File: src/rtl/sobel_stream_ctrl_pkg.sv
`default_nettype none
// +------------------------------------------------------------------------+
// | Module      : sobel_stream_ctrl_pkg                                     |
// | Description : Shared types for the streaming Sobel controller: filter  |
// |               mode and FSM state encodings plus the 3x3 window record. |
// | Revision    : 1.0  initial release                                      |
// +------------------------------------------------------------------------+
package sobel_stream_ctrl_pkg;

    // Pixel width that sizes the window record; the controller's PIXEL_W
    // defaults to this value and must be kept equal to it.
    localparam int unsigned c_PIXEL_W = 8;

    typedef enum logic [1:0] {
        MODE_MAG    = 2'd0,
        MODE_THRESH = 2'd1,
        MODE_GX     = 2'd2,
        MODE_PASS   = 2'd3
    } mode_e;

    typedef enum logic [1:0] {
        IDLE  = 2'd0,
        RUN   = 2'd1,
        DRAIN = 2'd2
    } state_e;

    // pRC: R = window row (0 = oldest image row), C = window column (0 = leftmost)
    typedef struct packed {
        logic [c_PIXEL_W-1:0] p00;
        logic [c_PIXEL_W-1:0] p01;
        logic [c_PIXEL_W-1:0] p02;
        logic [c_PIXEL_W-1:0] p10;
        logic [c_PIXEL_W-1:0] p11;
        logic [c_PIXEL_W-1:0] p12;
        logic [c_PIXEL_W-1:0] p20;
        logic [c_PIXEL_W-1:0] p21;
        logic [c_PIXEL_W-1:0] p22;
    } window_t;

endpackage
`default_nettype wire

File: src/rtl/sobel_line_buffer.sv
`default_nettype none
// +------------------------------------------------------------------------+
// | Module      : sobel_line_buffer                                         |
// | Description : Column-indexed store of the two previous image rows.     |
// |               Each entry is {row r-2, row r-1}; combinational read,    |
// |               write on enable, storage is never reset.                 |
// | Revision    : 1.0  initial release                                      |
// +------------------------------------------------------------------------+
module sobel_line_buffer
    import sobel_stream_ctrl_pkg::*;
#(
    parameter int unsigned PIXEL_W  = c_PIXEL_W,
    parameter int unsigned IMG_W    = 160,
    parameter int unsigned COL_BITS = $clog2(IMG_W)
) (
    input  logic                   clk,
    input  logic                   i_we,
    input  logic [COL_BITS-1:0]    i_addr,
    input  logic [2*PIXEL_W-1:0]   i_wdata,
    output logic [2*PIXEL_W-1:0]   o_rdata
);

    logic [2*PIXEL_W-1:0] r_mem [IMG_W];

    // Store the updated row pair for the column just accepted
    always_ff @(posedge clk) begin
        if (i_we) begin
            r_mem[i_addr] <= i_wdata;
        end
    end

    // Read returns the pre-write contents so the window sees the old rows
    assign o_rdata = r_mem[i_addr];

endmodule
`default_nettype wire

File: src/rtl/sobel_stream_ctrl.sv
`default_nettype none
// +------------------------------------------------------------------------+
// | Module      : sobel_stream_ctrl                                         |
// | Description : Streaming 3x3 Sobel filter controller. Accepts a raster  |
// |               pixel stream, builds one window per accepted pixel and   |
// |               emits filtered interior pixels with backpressure.        |
// | Revision    : 1.0  initial release                                      |
// +------------------------------------------------------------------------+
module sobel_stream_ctrl
    import sobel_stream_ctrl_pkg::*;
#(
    parameter int unsigned PIXEL_W  = c_PIXEL_W,
    parameter int unsigned IMG_W    = 160,
    parameter int unsigned IMG_H    = 120,
    parameter int unsigned COL_BITS = $clog2(IMG_W),
    parameter int unsigned ROW_BITS = $clog2(IMG_H)
) (
    input  logic               clk_i,
    input  logic               reset_i,
    input  logic               start_i,
    input  logic [1:0]         mode_i,
    input  logic [PIXEL_W-1:0] threshold_i,
    input  logic [PIXEL_W-1:0] in_px_i,
    input  logic               in_valid_i,
    output logic               in_ready_o,
    output logic [PIXEL_W-1:0] out_px_o,
    output logic               out_valid_o,
    input  logic               out_ready_i,
    output logic               busy_o,
    output logic               frame_done_o
);

    // Gradient width holds +/-4*(2^PIXEL_W-1); magnitude holds the sum of two
    localparam int unsigned c_GW = PIXEL_W + 3;
    localparam int unsigned c_MW = PIXEL_W + 4;

    state_e               r_state;
    logic [COL_BITS-1:0]  r_col;
    logic [ROW_BITS-1:0]  r_row;
    mode_e                r_mode;
    logic [PIXEL_W-1:0]   r_thresh;
    logic                 r_busy;
    logic                 r_frame_done;

    window_t              r_win;
    logic                 r_win_valid;
    logic [PIXEL_W-1:0]   r_out_px;
    logic                 r_out_valid;

    logic                 w_stall;
    logic                 w_in_ready;
    logic                 w_in_xfer;
    logic                 w_col_last;
    logic                 w_row_last;
    logic                 w_win_ok;
    logic [2*PIXEL_W-1:0] w_lb_rd;
    logic [2*PIXEL_W-1:0] w_lb_wr;

    function automatic logic signed [c_GW-1:0] px_ext(input logic [PIXEL_W-1:0] p);
        return $signed({3'b000, p});
    endfunction

    // Sobel kernel and output selection for one complete window
    function automatic logic [PIXEL_W-1:0] sobel_kernel(
        input window_t            w,
        input mode_e              mode,
        input logic [PIXEL_W-1:0] thresh
    );
        logic signed [c_GW-1:0] gx;
        logic signed [c_GW-1:0] gy;
        logic [c_GW-1:0]        ax;
        logic [c_GW-1:0]        ay;
        logic [c_MW-1:0]        mag;
        logic [PIXEL_W-1:0]     res;
        gx  = (px_ext(w.p02) + (px_ext(w.p12) <<< 1) + px_ext(w.p22))
            - (px_ext(w.p00) + (px_ext(w.p10) <<< 1) + px_ext(w.p20));
        gy  = (px_ext(w.p20) + (px_ext(w.p21) <<< 1) + px_ext(w.p22))
            - (px_ext(w.p00) + (px_ext(w.p01) <<< 1) + px_ext(w.p02));
        ax  = gx[c_GW-1] ? -gx : gx;
        ay  = gy[c_GW-1] ? -gy : gy;
        mag = {1'b0, ax} + {1'b0, ay};
        case (mode)
            MODE_MAG:    res = (|mag[c_MW-1:PIXEL_W]) ? '1 : mag[PIXEL_W-1:0];
            MODE_THRESH: res = (mag >= {4'b0000, thresh}) ? '1 : '0;
            MODE_GX:     res = (|ax[c_GW-1:PIXEL_W]) ? '1 : ax[PIXEL_W-1:0];
            MODE_PASS:   res = w.p11;
            default:     res = '0;
        endcase
        return res;
    endfunction

    // A held output freezes every stage, so input acceptance follows it directly
    assign w_stall    = r_out_valid & ~out_ready_i;
    assign w_in_ready = (r_state == RUN) & ~w_stall;
    assign w_in_xfer  = in_valid_i & w_in_ready;
    assign w_col_last = (r_col == COL_BITS'(IMG_W - 1));
    assign w_row_last = (r_row == ROW_BITS'(IMG_H - 1));
    assign w_win_ok   = (r_row >= ROW_BITS'(2)) && (r_col >= COL_BITS'(2));

    // Line buffer entry becomes {previous row, current pixel}
    assign w_lb_wr = {w_lb_rd[PIXEL_W-1:0], in_px_i};

    sobel_line_buffer #(
        .PIXEL_W  (PIXEL_W),
        .IMG_W    (IMG_W),
        .COL_BITS (COL_BITS)
    ) u_line_buffer (
        .clk     (clk_i),
        .i_we    (w_in_xfer),
        .i_addr  (r_col),
        .i_wdata (w_lb_wr),
        .o_rdata (w_lb_rd)
    );

    // Frame sequencing: raster counters, configuration latch, busy/done flags
    always_ff @(posedge clk_i or posedge reset_i) begin
        if (reset_i) begin
            r_state      <= IDLE;
            r_col        <= '0;
            r_row        <= '0;
            r_mode       <= MODE_MAG;
            r_thresh     <= '0;
            r_busy       <= 1'b0;
            r_frame_done <= 1'b0;
        end else begin
            r_frame_done <= 1'b0;
            case (r_state)
                IDLE: begin
                    if (start_i) begin
                        r_state  <= RUN;
                        r_busy   <= 1'b1;
                        r_mode   <= mode_e'(mode_i);
                        r_thresh <= threshold_i;
                        r_col    <= '0;
                        r_row    <= '0;
                    end
                end
                RUN: begin
                    if (w_in_xfer) begin
                        if (w_col_last) begin
                            r_col <= '0;
                            if (w_row_last) begin
                                r_state <= DRAIN;
                            end else begin
                                r_row <= r_row + ROW_BITS'(1);
                            end
                        end else begin
                            r_col <= r_col + COL_BITS'(1);
                        end
                    end
                end
                DRAIN: begin
                    if (!r_win_valid && !r_out_valid) begin
                        r_state      <= IDLE;
                        r_busy       <= 1'b0;
                        r_frame_done <= 1'b1;
                    end
                end
                default: begin
                    r_state <= IDLE;
                    r_busy  <= 1'b0;
                end
            endcase
        end
    end

    // Two-stage datapath: window shift register, then filtered output register
    always_ff @(posedge clk_i or posedge reset_i) begin
        if (reset_i) begin
            r_win       <= '0;
            r_win_valid <= 1'b0;
            r_out_px    <= '0;
            r_out_valid <= 1'b0;
        end else if (!w_stall) begin
            r_win_valid <= w_in_xfer & w_win_ok;
            r_out_valid <= r_win_valid;
            if (r_win_valid) begin
                r_out_px <= sobel_kernel(r_win, r_mode, r_thresh);
            end
            if (w_in_xfer) begin
                r_win.p00 <= r_win.p01;
                r_win.p01 <= r_win.p02;
                r_win.p02 <= w_lb_rd[2*PIXEL_W-1:PIXEL_W];
                r_win.p10 <= r_win.p11;
                r_win.p11 <= r_win.p12;
                r_win.p12 <= w_lb_rd[PIXEL_W-1:0];
                r_win.p20 <= r_win.p21;
                r_win.p21 <= r_win.p22;
                r_win.p22 <= in_px_i;
            end
        end
    end

    assign in_ready_o   = w_in_ready;
    assign out_px_o     = r_out_px;
    assign out_valid_o  = r_out_valid;
    assign busy_o       = r_busy;
    assign frame_done_o = r_frame_done;

endmodule
`default_nettype wire

File: config.mk
export PLATFORM = sky130hd
export DESIGN_NAME = sobel_stream_ctrl
export DESIGN_NICKNAME = d
export VERILOG_FILES = /design/src/rtl/sobel_stream_ctrl_pkg.sv /design/src/rtl/sobel_line_buffer.sv /design/src/rtl/sobel_stream_ctrl.sv
export SDC_FILE = /design/constraint.sdc
export NUM_CORES = 2
export LEC_CHECK = 0
export CORE_MARGIN = 2
export CORE_UTILIZATION = 45
export CTS_CLUSTER_DIAMETER = 50
export DETAILED_ROUTE_END_ITERATION = 8
export PLACE_DENSITY_LB_ADDON = 0.2
export SLEW_MARGIN = 20
export SYNTH_ARGS = -nofsm -noshare
export SYNTH_HDL_FRONTEND = slang
export SYNTH_SLANG_ARGS = --single-unit
File: constraint.sdc
create_clock -name clk_i -period 9.6 [get_ports clk_i]
set_clock_uncertainty 0.05 [all_clocks]
set_input_delay 0.96 -clock clk_i [delete_from_list [all_inputs] [get_ports clk_i]]
set_output_delay 0.96 -clock clk_i [all_outputs]
set_load 0.01 [all_outputs]
==> results.py <==
metrics = {
    "clock_network": {
        "post_cts_resized": 0,
        "cts_buffers": 323,
        "clkLatencyLatePin_ns": 0.96,
        "htreeDepth": 5,
        "tritoncts": "built",
        "cts.sinks": 2671,
        "ctsHoldBuffers": 0,
        "post_cts_buffers": 0,
        "clk_pin_slew_ns": 0.06,
        "clockRootBuffer": "clkbuf_16",
        "clk_path_buf_depth": 4,
    },
    "setup_path": {
        "cp.arrival_ns": 8.46,
        "rr_startpoint": "r_win[50]$_DFFE_PP0P_",
        "endpoint_kind": "register",
        "r2r_end": "out_px_o[0]$_DFFE_PP0P_",
        "cp_cell_sequence": "inv_1, fa_1, fa_1, fa_1, ha_1, a21o_1, a211oi_1, nor2_1, o41ai_1, o21bai_1, a21oi_1, nand2_1, xnor2_1, ha_1, and3_1, a2111oi_0, xnor2_1, ha_1, nand3_1, o21ai_0, o211ai_1, a41o_1, and3_1, a221oi_1",
        "critPathMaxFanout": 8,
        "cp.buffers_inverters": 1,
        "crit_slowest_cell": "a2111oi_0",
        "crit_family": "compound AO/OA/AOI/OAI gates",
        "max_stage_delay_ns": 0.87,
        "worstSetupPathType": "register to register",
        "reg2reg_slack_ns": 1.89,
        "cp.required_ns": 10.35,
        "setup.worst_path.start_class": "register",
        "ff2ff_path_depth": 24,
    },
    "timing": {
        "finalSetupTns_ns": 0,
        "finalHoldViolCount": 0,
        "max_freq_mhz": 130,
        "fin_crit_ns": 7.71,
        "worst_pin_slew_ns": 1.30,
        "finalCritPeriodShare_pct": 80.3,
        "maxSlewViolCount": 0,
        "grt_setup_unrepaired": "false",
        "relSlewSlack_pct": 13.3,
        "setup_viol": 0,
    },
    "layout": {
        "fill_cells": 18428,
        "nNetsFinal": 5388,
        "syn2layout_area_growth_pct": 14.7,
        "layout-drive-gt1-share_pct": 29.6,
    },
    "route": {
        "wl_microns": 275000,
        "drt-vias-per-instance": 6.01,
        "num_vias": 51891,
        "drtPass1Iterations": 8,
        "drc": 0,
        "drt-wirelength-per-cell_microns": 31.9,
        "ant_nets": 0,
        "first_iter_violations": 6116,
    },
    "hold_path": {
        "holdPathEnd": "r_win[67]$_DFFE_PP0P_",
        "worstHoldStart": "r_win[59]$_DFFE_PP0P_",
        "hold-path-cell-count": 2,
        "hold_class": "register to register",
    },
    "synth": {
        "synth_seq_area_share_pct": 75.1,
        "synth_most_common_cell": "edfxtp_1",
        "synth_top_cell_area_share_pct": 72.5,
        "synth_area_sq_um": 106000,
        "ys_warn_count": 0,
        "avgSynthCellArea_sq_um": 21.6,
        "synthCells": 4906,
        "syn-num-nets": 5043,
        "synthTopCellsByArea": "edfxtp_1 (72%), mux4_2 (16%), dfrtp_1 (2.6%)",
        "ys.flop_type": "edfxtp_1",
        "ys_async_sr_fraction_pct": 4.16,
        "ys_types": 74,
        "synth_edf_count": 2560,
        "yosys-top-cells-count": "edfxtp_1 (2,560), mux4_2 (755), nor2_1 (230)",
        "synth_seq_cells": 2671,
        "yosysTopAreaCell": "edfxtp_1",
    },
    "flow_run": {
        "max_cap_violations": 0,
    },
    "grt": {
        "grt_pass1_wl_microns": 391000,
        "grt_max_degree": 114,
        "gr-usage-all-layers_pct": 23.1,
        "grt_overflow": 0,
        "grt_pass1_vias": 52082,
        "antenna_found_initial": 9,
    },
    "die": {
        "die_area_sq_um": 240000,
        "fp.dieH_microns": 490,
        "start_util_pct": 45.2,
        "fp.dieW_microns": 490,
        "ios": 35,
        "core_area_sq_um": 235000,
        "rows": 178,
    },
    "placed_design": {
        "port_buffers": 34,
        "gp_congestion": 0.847,
        "place_hpwl_microns": 161000,
    },
    "status": {
        "outcome": "complete, no violations",
    },
}
[state kept, by name (all words and copies together), names as in the netlist, 2 cells and up]
| signal | cells |
|---|---|
| u_line_buffer.r_mem | 2560 |
| r_win | 72 |
| r_state | 2 |
| r_mode | 2 |
| out_px_o | 8 |
| r_row | 7 |
| r_thresh | 8 |
| r_col | 8 |
[kinds of logic after synthesis]
kind of cell | Yosys count | share of synthesized area (%)
AO/OA/AOI/OAI | 272 | 1.65
XOR/XNOR | 39 | 0.322
adder cells (fa/ha/maj) | 114 | 1.79
buffers and inverters | 378 | 1.74
flip-flops | 2671 | 75.1
multiplexers | 854 | 17.1
AND/OR/NAND/NOR | 578 | 2.35
[area by class of cell]
type	instances	area [sq um]	area share [%]
Inverter	139	532	0.437
Clock buffer	378	8330	6.85
Tap cell	3150	3940	3.24
Antenna cell	4	10.0	0.00822
Timing Repair Buffer	259	2190	1.80
Multi-Input combinational cell	1857	25200	20.7
Sequential cell	2671	79700	65.5
Clock inverter	177	1890	1.56
[how the worst max path moves through the flow]
stage,start,end,depth (start not counted)
floorplan,r_col[1]$_DFFE_PP0P_,u_line_buffer.r_mem[0][15]$_DFFE_PP_,9
global placement,r_win[2]$_DFFE_PP0P_,out_px_o[0]$_DFFE_PP0P_,23
detailed placement,r_win[50]$_DFFE_PP0P_,out_px_o[0]$_DFFE_PP0P_,24
CTS,r_win[50]$_DFFE_PP0P_,out_px_o[0]$_DFFE_PP0P_,24
global route,r_win[2]$_DFFE_PP0P_,out_px_o[0]$_DFFE_PP0P_,23
finish,r_win[50]$_DFFE_PP0P_,out_px_o[0]$_DFFE_PP0P_,24
[cell usage in the layout (no fill, tap or decap), types with 34 or more instances in the layout]
| cell | n |
|---|---|
| clkinv_2 | 40 |
| clkbuf_1 | 53 |
| fa_1 | 63 |
| nand2_1 | 193 |
| buf_4 | 207 |
| nor2_2 | 97 |
| edfxtp_1 | 2560 |
| ha_1 | 51 |
| clkbuf_16 | 325 |
| o22ai_1 | 38 |
| a21oi_1 | 34 |
| nor2_1 | 113 |
| dfrtp_1 | 105 |
| mux2i_1 | 81 |
| mux4_2 | 755 |
| inv_1 | 136 |
| clkinv_1 | 39 |
| o21ai_0 | 82 |
[tightest hold or removal path, stage by stage (launching register included)]
cell and delay [ns]:
dfrtp_1 0.35, nand2_1 0.05, o21ai_0 0.06
[stage by stage]
stage	utilization (%)	std cells	setup WS (ns)	hold WS, ns	instance area [sq um]
floorplan	-	4906	2.00	0.400	106000
global placement	47.4	8074	2.06	0.426	111000
detailed placement	47.5	8074	1.89	0.424	111000
CTS	51.8	8629	1.80	0.384	122000
global route	51.9	8633	1.29	0.430	122000
finish	51.9	8635	1.89	0.403	122000
[routing by layer]
metal / wire length [microns] / global-route usage [%] / up-vias
met5: 224 / 0 / -
met4: 9540 / 8.13 / 4
met3: 21200 / 3.95 / 482
met2: 128000 / 35.0 / 2186
met1: 116000 / 34.0 / 28216
li1: - / - / 21003
Power is not shown: default switching activity piles up to over one toggle a cycle in this logic, so the estimate is an artifact.
